[config.mk]
export PLATFORM = sky130hd
export DESIGN_NAME = controle_direcao
export DESIGN_NICKNAME = d
export VERILOG_FILES = /design/src/rtl/tron_pkg.sv /design/src/rtl/debounce_tecla.sv /design/src/rtl/controle_direcao.sv
export SDC_FILE = /design/constraint.sdc
export NUM_CORES = 1
export LEC_CHECK = 0
export CORE_UTILIZATION = 39
export DETAILED_ROUTE_END_ITERATION = 7
export DONT_BUFFER_PORTS = 1
export GPL_ROUTABILITY_DRIVEN = 0
export SYNTH_ARGS = -nofsm -noshare
export SYNTH_HDL_FRONTEND = slang
export SYNTH_SLANG_ARGS = --single-unit
[constraint.sdc]
create_clock -name CLOCK_50 -period 7.53 [get_ports CLOCK_50]
set_input_delay 0.3765 -clock CLOCK_50 [delete_from_list [all_inputs] [get_ports CLOCK_50]]
set_output_delay 0.3765 -clock CLOCK_50 [all_outputs]
set_load 0.02 [all_outputs]
[src/rtl/tron_pkg.sv]
// Shared definitions for the light-cycle game: heading codes, turn codes
// and the heading rotation helper used by direction control and the engine.
package tron_pkg;

  localparam logic [1:0] DIREITA  = 2'd0;
  localparam logic [1:0] BAIXO    = 2'd1;
  localparam logic [1:0] ESQUERDA = 2'd2;
  localparam logic [1:0] CIMA     = 2'd3;

  localparam logic GIRO_H  = 1'b0;  // clockwise, +1
  localparam logic GIRO_AH = 1'b1;  // anticlockwise, -1

  // Rotate a heading by one quarter turn; 2-bit arithmetic wraps naturally.
  function automatic logic [1:0] gira(input logic [1:0] sentido, input logic giro);
    logic [1:0] r;
    if (giro == GIRO_AH) begin
      r = sentido - 2'd1;
    end else begin
      r = sentido + 2'd1;
    end
    return r;
  endfunction

endpackage

[src/rtl/debounce_tecla.sv]
// One push-button: two-flop synchronizer, stability counter and a
// press (falling edge of the debounced level) indicator.
module debounce_tecla #(
  parameter int DEBOUNCE_CYCLES = 1000000
) (
  input  logic clk,
  input  logic reset,
  input  logic tecla,
  output logic queda
);

  localparam int CW = $clog2(DEBOUNCE_CYCLES);
  localparam logic [CW-1:0] LIMITE = CW'(DEBOUNCE_CYCLES - 1);

  logic sinc1_r;
  logic sinc2_r;
  logic estavel_r;
  logic estavel_ant_r;
  logic [CW-1:0] cont_r;

  // Bring the asynchronous button into the clock domain (idle = released).
  always_ff @(posedge clk or posedge reset) begin
    if (reset) begin
      sinc1_r <= 1'b1;
      sinc2_r <= 1'b1;
    end else begin
      sinc1_r <= tecla;
      sinc2_r <= sinc1_r;
    end
  end

  // Accept a new level only after it has differed for DEBOUNCE_CYCLES cycles.
  always_ff @(posedge clk or posedge reset) begin
    if (reset) begin
      estavel_r     <= 1'b1;
      estavel_ant_r <= 1'b1;
      cont_r        <= '0;
    end else begin
      estavel_ant_r <= estavel_r;
      if (sinc2_r == estavel_r) begin
        cont_r <= '0;
      end else if (cont_r == LIMITE) begin
        estavel_r <= sinc2_r;
        cont_r    <= '0;
      end else begin
        cont_r <= cont_r + CW'(1);
      end
    end
  end

  // High for the single cycle right after the debounced level fell.
  assign queda = estavel_ant_r & ~estavel_r;

endmodule

[src/rtl/controle_direcao.sv]
// Direction control: debounces the four buttons, converts presses into
// relative turns, queues up to two turns per player and applies one per step.
module controle_direcao
  import tron_pkg::*;
#(
  parameter int         DEBOUNCE_CYCLES    = 1000000,
  parameter logic [1:0] SENTIDO_INICIAL_J1 = DIREITA,
  parameter logic [1:0] SENTIDO_INICIAL_J2 = ESQUERDA
) (
  input  logic       CLOCK_50,
  input  logic       reset,
  input  logic       reiniciar,
  input  logic [3:0] KEY,
  input  logic       passo,
  output logic [1:0] sentido_j1,
  output logic [1:0] sentido_j2,
  output logic [3:0] tecla_pulso,
  output logic [1:0] descarte
);

  logic [3:0] queda_s;
  logic [1:0] anti_s;   // per player: anticlockwise key accepted
  logic [1:0] hor_s;    // per player: clockwise key accepted
  logic [3:0] pulso_r;

  for (genvar k = 0; k < 4; k++) begin : g_tecla
    debounce_tecla #(
      .DEBOUNCE_CYCLES(DEBOUNCE_CYCLES)
    ) u_debounce (
      .clk  (CLOCK_50),
      .reset(reset),
      .tecla(KEY[k]),
      .queda(queda_s[k])
    );
  end

  assign anti_s = {queda_s[1], queda_s[3]};
  assign hor_s  = {queda_s[0], queda_s[2]};

  // Press pulses, suppressed during a round restart.
  always_ff @(posedge CLOCK_50 or posedge reset) begin
    if (reset) begin
      pulso_r <= 4'b0000;
    end else if (reiniciar) begin
      pulso_r <= 4'b0000;
    end else begin
      pulso_r <= queda_s;
    end
  end

  for (genvar p = 0; p < 2; p++) begin : g_jog
    localparam logic [1:0] INICIAL = (p == 0) ? SENTIDO_INICIAL_J1 : SENTIDO_INICIAL_J2;

    logic [1:0] cont_r;
    logic [1:0] cont_s;
    logic [1:0] fila_r;    // [0] is the head, [1] the second entry
    logic [1:0] fila_s;
    logic [1:0] sentido_r;
    logic [1:0] sentido_s;
    logic       descarte_r;
    logic       descarte_s;
    logic       push_s;
    logic       pop_s;
    logic       giro_s;

    // Opposite keys on the same cycle cancel out and push nothing.
    assign push_s = anti_s[p] ^ hor_s[p];
    assign giro_s = anti_s[p] ? GIRO_AH : GIRO_H;
    assign pop_s  = passo & (cont_r != 2'd0);

    // Queue bookkeeping and heading update for one player.
    always_comb begin
      cont_s     = cont_r;
      fila_s     = fila_r;
      sentido_s  = sentido_r;
      descarte_s = 1'b0;
      if (pop_s) begin
        sentido_s = gira(sentido_r, fila_r[0]);
      end else begin
        sentido_s = sentido_r;
      end
      case (cont_r)
        2'd0: begin
          if (push_s) begin
            fila_s[0] = giro_s;
            cont_s    = 2'd1;
          end else begin
            cont_s = 2'd0;
          end
        end
        2'd1: begin
          if (push_s && pop_s) begin
            fila_s[0] = giro_s;
          end else if (pop_s) begin
            cont_s = 2'd0;
          end else if (push_s) begin
            fila_s[1] = giro_s;
            cont_s    = 2'd2;
          end else begin
            cont_s = cont_r;
          end
        end
        2'd2: begin
          if (push_s && pop_s) begin
            fila_s[0] = fila_r[1];
            fila_s[1] = giro_s;
          end else if (pop_s) begin
            fila_s[0] = fila_r[1];
            cont_s    = 2'd1;
          end else if (push_s) begin
            descarte_s = 1'b1;
          end else begin
            cont_s = cont_r;
          end
        end
        default: begin
          cont_s = 2'd0;
        end
      endcase
    end

    // Queue, heading and drop-pulse registers; restart clears the round.
    always_ff @(posedge CLOCK_50 or posedge reset) begin
      if (reset) begin
        cont_r     <= 2'd0;
        fila_r     <= 2'b00;
        sentido_r  <= INICIAL;
        descarte_r <= 1'b0;
      end else if (reiniciar) begin
        cont_r     <= 2'd0;
        fila_r     <= 2'b00;
        sentido_r  <= INICIAL;
        descarte_r <= 1'b0;
      end else begin
        cont_r     <= cont_s;
        fila_r     <= fila_s;
        sentido_r  <= sentido_s;
        descarte_r <= descarte_s;
      end
    end
  end

  assign sentido_j1  = g_jog[0].sentido_r;
  assign sentido_j2  = g_jog[1].sentido_r;
  assign descarte    = {g_jog[1].descarte_r, g_jog[0].descarte_r};
  assign tecla_pulso = pulso_r;

endmodule
==> results of run 1 <==
## sequential cells by signal, indices dropped and copies added, names as in the netlist
signal / cells
g_jog.cont_r: 4
sentido_j2: 2
g_tecla.u_debounce.sinc1_r: 4
g_tecla.u_debounce.sinc2_r: 4
g_tecla.u_debounce.estavel_r: 4
sentido_j1: 2
tecla_pulso: 4
g_tecla.u_debounce.estavel_ant_r: 4
g_tecla.u_debounce.cont_r: 80
g_jog.fila_r: 4
g_jog.descarte_r: 2
## cell type report
class / instances / area share, %
clock inverter: 4 / 0.754
inverter: 9 / 0.607
tap: 172 / 3.60
multi-input combinational: 369 / 37.0
clock buffer: 28 / 8.98
timing repair buffer: 6 / 0.963
sequential: 114 / 48.1
## cells in the final DEF (no fill, tap or decap), drive strengths merged, types with 5 or more instances in the layout
master	synthesis	routed
and4	9	9
or2	5	5
nand4	18	18
xor2	54	54
clkbuf	7	28
dfstp	17	17
xnor2	28	28
inv	9	9
nor2	105	105
nor3	9	9
and3	17	17
nand2	31	31
dlygate4sd3	0	5
nor4	7	7
o21ai	9	9
dfrtp	97	97
nor2b	6	6
a21oi	8	8
nand3	33	33
## power groups by stage
stage / clock (uW) / sequential, uW / combinational [uW]
finish: 776 / 631 / 32.8
global route: 823 / 632 / 38.7
floorplan: 0 / 639 / 29.1
global placement: 0 / 640 / 31.3
CTS: 797 / 631 / 34.6
detailed placement: 0 / 641 / 32.3
## critical path: cells and delay by family, from the launching register on
kind                     cells  cell delay, ns
flip-flops                   1            0.39
AND/OR/NAND/NOR              5            1.39
adder cells (fa/ha/maj)      1            0.19
## routing by layer
layer  up-vias  track usage [%]  routed length [um]
met1      1721             18.9                4450
met4         0             6.97                 193
li1       1731                -                   -
met3        15             4.99                 319
met2        45             21.6                4100
met5         -                0                   0
## cells by family (layout without fill, tap and decap cells)
family          count (synthesis)  count (layout)  share of synthesized area (%)
simple gates                  255             255                           23.9
fa+ha+maj                       4               4                          0.956
flops                         114             114                           54.9
buf+inv                        27              47                           2.87
compound gates                 21              21                           2.25
xor+xnor                       82              82                           13.7
mux                             7               7                           1.43
## worst max path at each step
stage	to	slack [ns]	depth (start not counted)
2_1_floorplan	g_jog[0].cont_r[0]	4.17	1
3_3_place_gp	g_tecla[3].u_debounce.cont_r[6]	5.55	6
3_5_place_dp	g_tecla[3].u_debounce.cont_r[14]	5.40	6
4_1_cts	g_tecla[3].u_debounce.cont_r[14]	5.38	6
5_1_grt	g_tecla[3].u_debounce.cont_r[5]	5.25	6
6_report	g_tecla[3].u_debounce.cont_r[14]	5.42	6
## per-stage QoR
stage / setup slack, ns / cells / total power, uW / area (um^2)
3_5_place_dp: 5.40 / 665 / 673 / 5340
4_1_cts: 5.38 / 702 / 1460 / 5980
3_3_place_gp: 5.55 / 665 / 671 / 5340
5_1_grt: 5.25 / 702 / 1490 / 5980
6_report: 5.42 / 702 / 1440 / 5980
2_1_floorplan: 4.17 / 510 / 668 / 5240
==> results_dict.tcl, run 1 <==
set metrics [dict create \
    rows 41 \
    numCtsBuffers 17 \
    wl_um 9060 \
    final_nets 529 \
    hold_violations 0 \
    cts_root_buffer "clkbuf_16" \
    reg2reg_depth 6 \
    clock_path_buffers 2 \
    synth_area_um2 5240 \
    p_int_uw 1150 \
    skew_ns 0.00931 \
    yosysSeqAreaShare_pct 54.9 \
    holdPathStages 1 \
    combinationalPowerShare_pct 2.3 \
    cts_sinks 114 \
    path_class "flip-flop to flip-flop" \
    core_um2 12900 \
    cts_tree "yes" \
    hold_path.class "input port to flip-flop" \
    required_ns 7.80 \
    drive_gt1_share_pct 10.8 \
    setup_tns_ns 0 \
    startpoint "g_tecla[3].u_debounce.cont_r[0]" \
    switching_share_pct 20.4 \
    grt_max_degree 81 \
    ir_drop_uv 160 \
    finalCriticalPeriod_ns 2.11 \
    synth_top_area_share_pct 46.4 \
    grt_pass1_wl_um 16000 \
    syn_avg_cell_area_um2 10.3 \
    antenna_cells 0 \
    clk_latency_ns 0.41 \
    io_pins 18 \
    die-area_um2 13900 \
    holdPathEnd "g_jog[0].cont_r[1]" \
    utilization_pct 46.4 \
    start_kind "flip-flop" \
    htreeDepth 4 \
    slew_headroom_pct 35.3 \
    reg2reg_slack_ns 5.42 \
    drc_errors 0 \
    rsz0062_at_grt "no" \
    outcome "completed" \
    yosys_warnings 0 \
    arrival_ns 2.37 \
    grtUsageTotal_pct 14.5 \
    syn_nets 522 \
    synthCells 510 \
    power_density_nw_per_um2 241 \
    post-cts-setup-buffer-count 0 \
    setup.worst_path.end_class "flip-flop" \
    ctsHoldBuffers 5 \
    initial_core_util_pct 40.7 \
    yosysTopAreaCell "dfrtp_1" \
    synth_cell_types 38 \
    pwr-share-clk_pct 53.9 \
    dieWidth_um 118 \
    dpl.hpwl_um 5850 \
    multi_input_area_um2 2210 \
    synth_commonest_cells "105 x nor2_1, 97 x dfrtp_1, 54 x xor2_1" \
    fillers 1168 \
    crit_fanout 19 \
    slew_viol_final 0 \
    post_drt_wl_per_cell_um 12.9 \
    cpPeakStageDelay_ns 0.53 \
    grt_pass1_vias 3343 \
    antenna_found_initial 0 \
    gr-total-overflow 0 \
    io_buffers 0 \
    p_switching_uw 294 \
    synth_edf_count 0 \
    path_clk_slew_ns 0.05 \
    ys_async_sr_fraction_pct 100 \
    synth-seq-cells 114 \
    hold_slack_ns 0.0245 \
    p_seq_share_pct 43.8 \
    die_y_um 118 \
    seqCellArea_um2 2870 \
    drt_iter0_markers 245 \
    tightest_slew_ns 0.970 \
    ant_nets 0 \
    r2r_end "g_tecla[3].u_debounce.cont_r[14]" \
    vias 3512 \
    p_leak_uw 0.00258 \
    drv_cap 0 \
    reg2reg_from "g_tecla[3].u_debounce.cont_r[0]" \
    cp_cell_sequence "ha_1 > and3_1 > and3_4 > and4b_1 > or2_1 > nor2_1" \
    drt_first_pass_iters 4 \
    via_per_inst 5.00 \
    synth.most_common_cell "nor2_1" \
    ys.flop_type "dfrtp_1" \
    yosys-top-cells-area "dfrtp_1 46%, xor2_1 9.0%, dfstp_2 8.5%, nor2_1 7.5%, xnor2_1 4.7%" \
    fin_crit_sh_pct 28.0 \
    cts.repair.resized 0 \
    min_from "reiniciar" \
    setup_viol 0 \
    crit_slowest_cell "or2_1" \
    area_growth_pct 14.1 \
    fmax_ghz 0.474 \
]
(Power assumes the default switching activity.)
==> inputs of run 2 (changes only) <==
- ABC_AREA: unset -> 1
- clock period: 7.53 -> 1.9 ns (I/O delays scaled with it)
==> results_dict.tcl, run 2 <==
set metrics [dict create \
    outcome "completed" \
    ys.flop_type "dfrtp_1" \
    multi_input_area_um2 2980 \
    clk_latency_ns 0.41 \
    synth_cell_types 37 \
    synth-seq-cells 114 \
    startpoint "g_jog[1].cont_r[1]" \
    cts_sinks 114 \
    dp_slack_ns 0.394 \
    grt_max_degree 41 \
    antenna_cells 0 \
    wl_um 11800 \
    drv_cap 0 \
    arrival_ns 1.95 \
    crit_slowest_cell "dlygate4sd3_1" \
    layout_commonest_cell "nand2_1" \
    numCtsBuffers 17 \
    slew_viol_final 0 \
    pwr-share-clk_pct 53.0 \
    drt_first_pass_iters 5 \
    area_growth_pct 15.5 \
    synth_commonest_cells "163 x nand2_1, 154 x nor2_1, 97 x dfrtp_1" \
    p_seq_share_pct 43.5 \
    finalCriticalPeriod_ns 1.67 \
    p_int_uw 4520 \
    yosys-top-cells-area "dfrtp_1 39%, nand2_1 9.9%, nor2_1 9.4%, dfstp_2 7.2%, inv_1 4.3%" \
    required_ns 2.19 \
    cts_tree "yes" \
    path_clk_slew_ns 0.05 \
    top_register "g_tecla.u_debounce.cont_r" \
    skew_ns 0.00849 \
    via_per_inst 4.62 \
    tightest_slew_ns 0.673 \
    final_nets 793 \
    grtUsageTotal_pct 16.3 \
    yosysTopAreaCell "dfrtp_1" \
    gr-total-overflow 0 \
    fin_crit_sh_pct 87.8 \
    synth_top_area_share_pct 39.4 \
    hold_path.class "input port to flip-flop" \
    yosys_warnings 0 \
    crit_fanout 6 \
    switching_share_pct 21.1 \
    min_from "passo" \
    fmax_ghz 0.600 \
    syn_nets 765 \
    path_class "flip-flop to flip-flop" \
    grt_pass1_vias 4525 \
    slew_headroom_pct 55.0 \
    fin_ws_ns 0.232 \
    dpl.hpwl_um 8460 \
    drc_errors 0 \
    synthCells 753 \
    post_drt_wl_per_cell_um 11.8 \
    yosysSeqAreaShare_pct 46.6 \
    setup.worst_path.end_class "flip-flop" \
    vias 4646 \
    synth_area_um2 6170 \
    rows 45 \
    drt_iter0_markers 253 \
    cts.repair.resized 0 \
    reg2reg_from "g_jog[1].cont_r[1]" \
    synth_edf_count 0 \
    antenna_found_initial 0 \
    setup_tns_ns 0 \
    start_kind "flip-flop" \
    die_y_um 128 \
    drive_gt1_share_pct 15.0 \
    rsz0062_at_grt "no" \
    dieWidth_um 128 \
    core_um2 15300 \
    ant_nets 0 \
    seqCellArea_um2 2870 \
    grt_pass1_wl_um 20800 \
    synth.most_common_cell "nand2_1" \
    hold_violations 0 \
    largest_reg_flops 80 \
    final_cell_mix "163 x nand2_1, 154 x nor2_1, 97 x dfrtp_1" \
    setup_viol 0 \
    cpPeakStageDelay_ns 0.58 \
    clock_path_buffers 2 \
    p_switching_uw 1210 \
    critPathBufInv 1 \
    htreeDepth 4 \
    syn_avg_cell_area_um2 8.19 \
    cts_root_buffer "clkbuf_16" \
    cp_cell_sequence "o21ai_0 > xor2_1 > nor2_1 > dlygate4sd3_1" \
    combinationalPowerShare_pct 3.5 \
    power_density_nw_per_um2 804 \
    crit_family "buffers and inverters" \
    io_buffers 0 \
    ys_async_sr_fraction_pct 100 \
    fillers 1519 \
    initial_core_util_pct 40.3 \
    die-area_um2 16300 \
    io_pins 18 \
    ir_drop_uv 726 \
    p_leak_uw 0.00314 \
]
==> run 2: cell types whose count changed after synthesis, moves of 11 or more <==
cell,change
nand2_1,+132
inv_1,+62
nor2_1,+49
xor2_1,-27
nor2_4,+17
and3_1,-16
nand3_1,+15
a21oi_1,+11
nand3_2,+11
nor3_1,+11
==> run 2: cells by family after synthesis <==
| logic type | count (synthesis) | share of synthesized area (%) |
|---|---|---|
| AOI/OAI and AO/OA | 39 | 3.63 |
| xor gates and xnor gates | 47 | 6.92 |
| adders and majority gates | 4 | 0.812 |
| buffers and inverters | 81 | 5.13 |
| DFF | 114 | 46.6 |
| and+or+nand+nor | 468 | 36.9 |
==> run 2: per-layer routing <==
| metal | up-vias | routed length (um) | track usage [%] |
|---|---|---|---|
| met3 | 13 | 383 | 4.47 |
| met1 | 2121 | 5870 | 21.3 |
| met2 | 60 | 5380 | 25.6 |
| met5 | - | 0 | 0 |
| li1 | 2452 | - | - |
| met4 | 0 | 175 | 6.44 |
==> run 2: through the flow <==
step	hold WS, ns	util, %	area (um^2)	cells	total power [uW]
2_1_floorplan	0.0995	-	6170	753	2660
3_3_place_gp	0.0487	42.3	6480	965	2720
3_5_place_dp	0.0560	42.3	6480	965	2720
4_1_cts	0.00715	46.5	7120	1005	5820
5_1_grt	0.0729	46.5	7120	1005	5950
6_report	0.0550	46.5	7120	1005	5730
==> run 2: power by group through the flow <==
stage	clock network [uW]	registers (uW)	logic [uW]
final	3030	2490	198
after global routing	3230	2490	229
after CTS	3120	2490	206
after detailed placement	0	2530	186
after global placement	0	2530	186
after floorplan	0	2530	137
==> run 2: cell type report <==
cell class	count	share of cell area (%)
Multi-Input combinational cell	558	41.8
Clock buffer	25	6.67
Tap cell	211	3.71
Clock inverter	7	1.19
Timing Repair Buffer	13	2.18
Inverter	77	4.14
Sequential cell	114	40.3
==> run 2: path summary, 6_finish.rpt <==
check | slack, ns | end | cells past startpoint
max | 0.23 | sentido_j2[0] | 4
min | 0.06 | g_jog[0].cont_r[1] | 4
max reg2reg | 0.23 | sentido_j2[0] | 4
min reg2reg | 0.36 | g_tecla[1].u_debounce.sinc2_r | 0
max in group asynchronous | 1.03 | sentido_j2[1] | 3
min in group asynchronous | 0.22 | g_tecla[0].u_debounce.cont_r[2] | 2
==> run 2: what timing repair did <==
action	in CTS	in global routing
hold endpoints to repair	93	0
hold buffers	8	0
buffers inserted	0	0
==> run 2: tightest hold or removal path, stage by stage <==
cell	delay, ns
nor3_1	0.04
a21oi_2	0.14
nand3_1	0.09
nand2_1	0.06
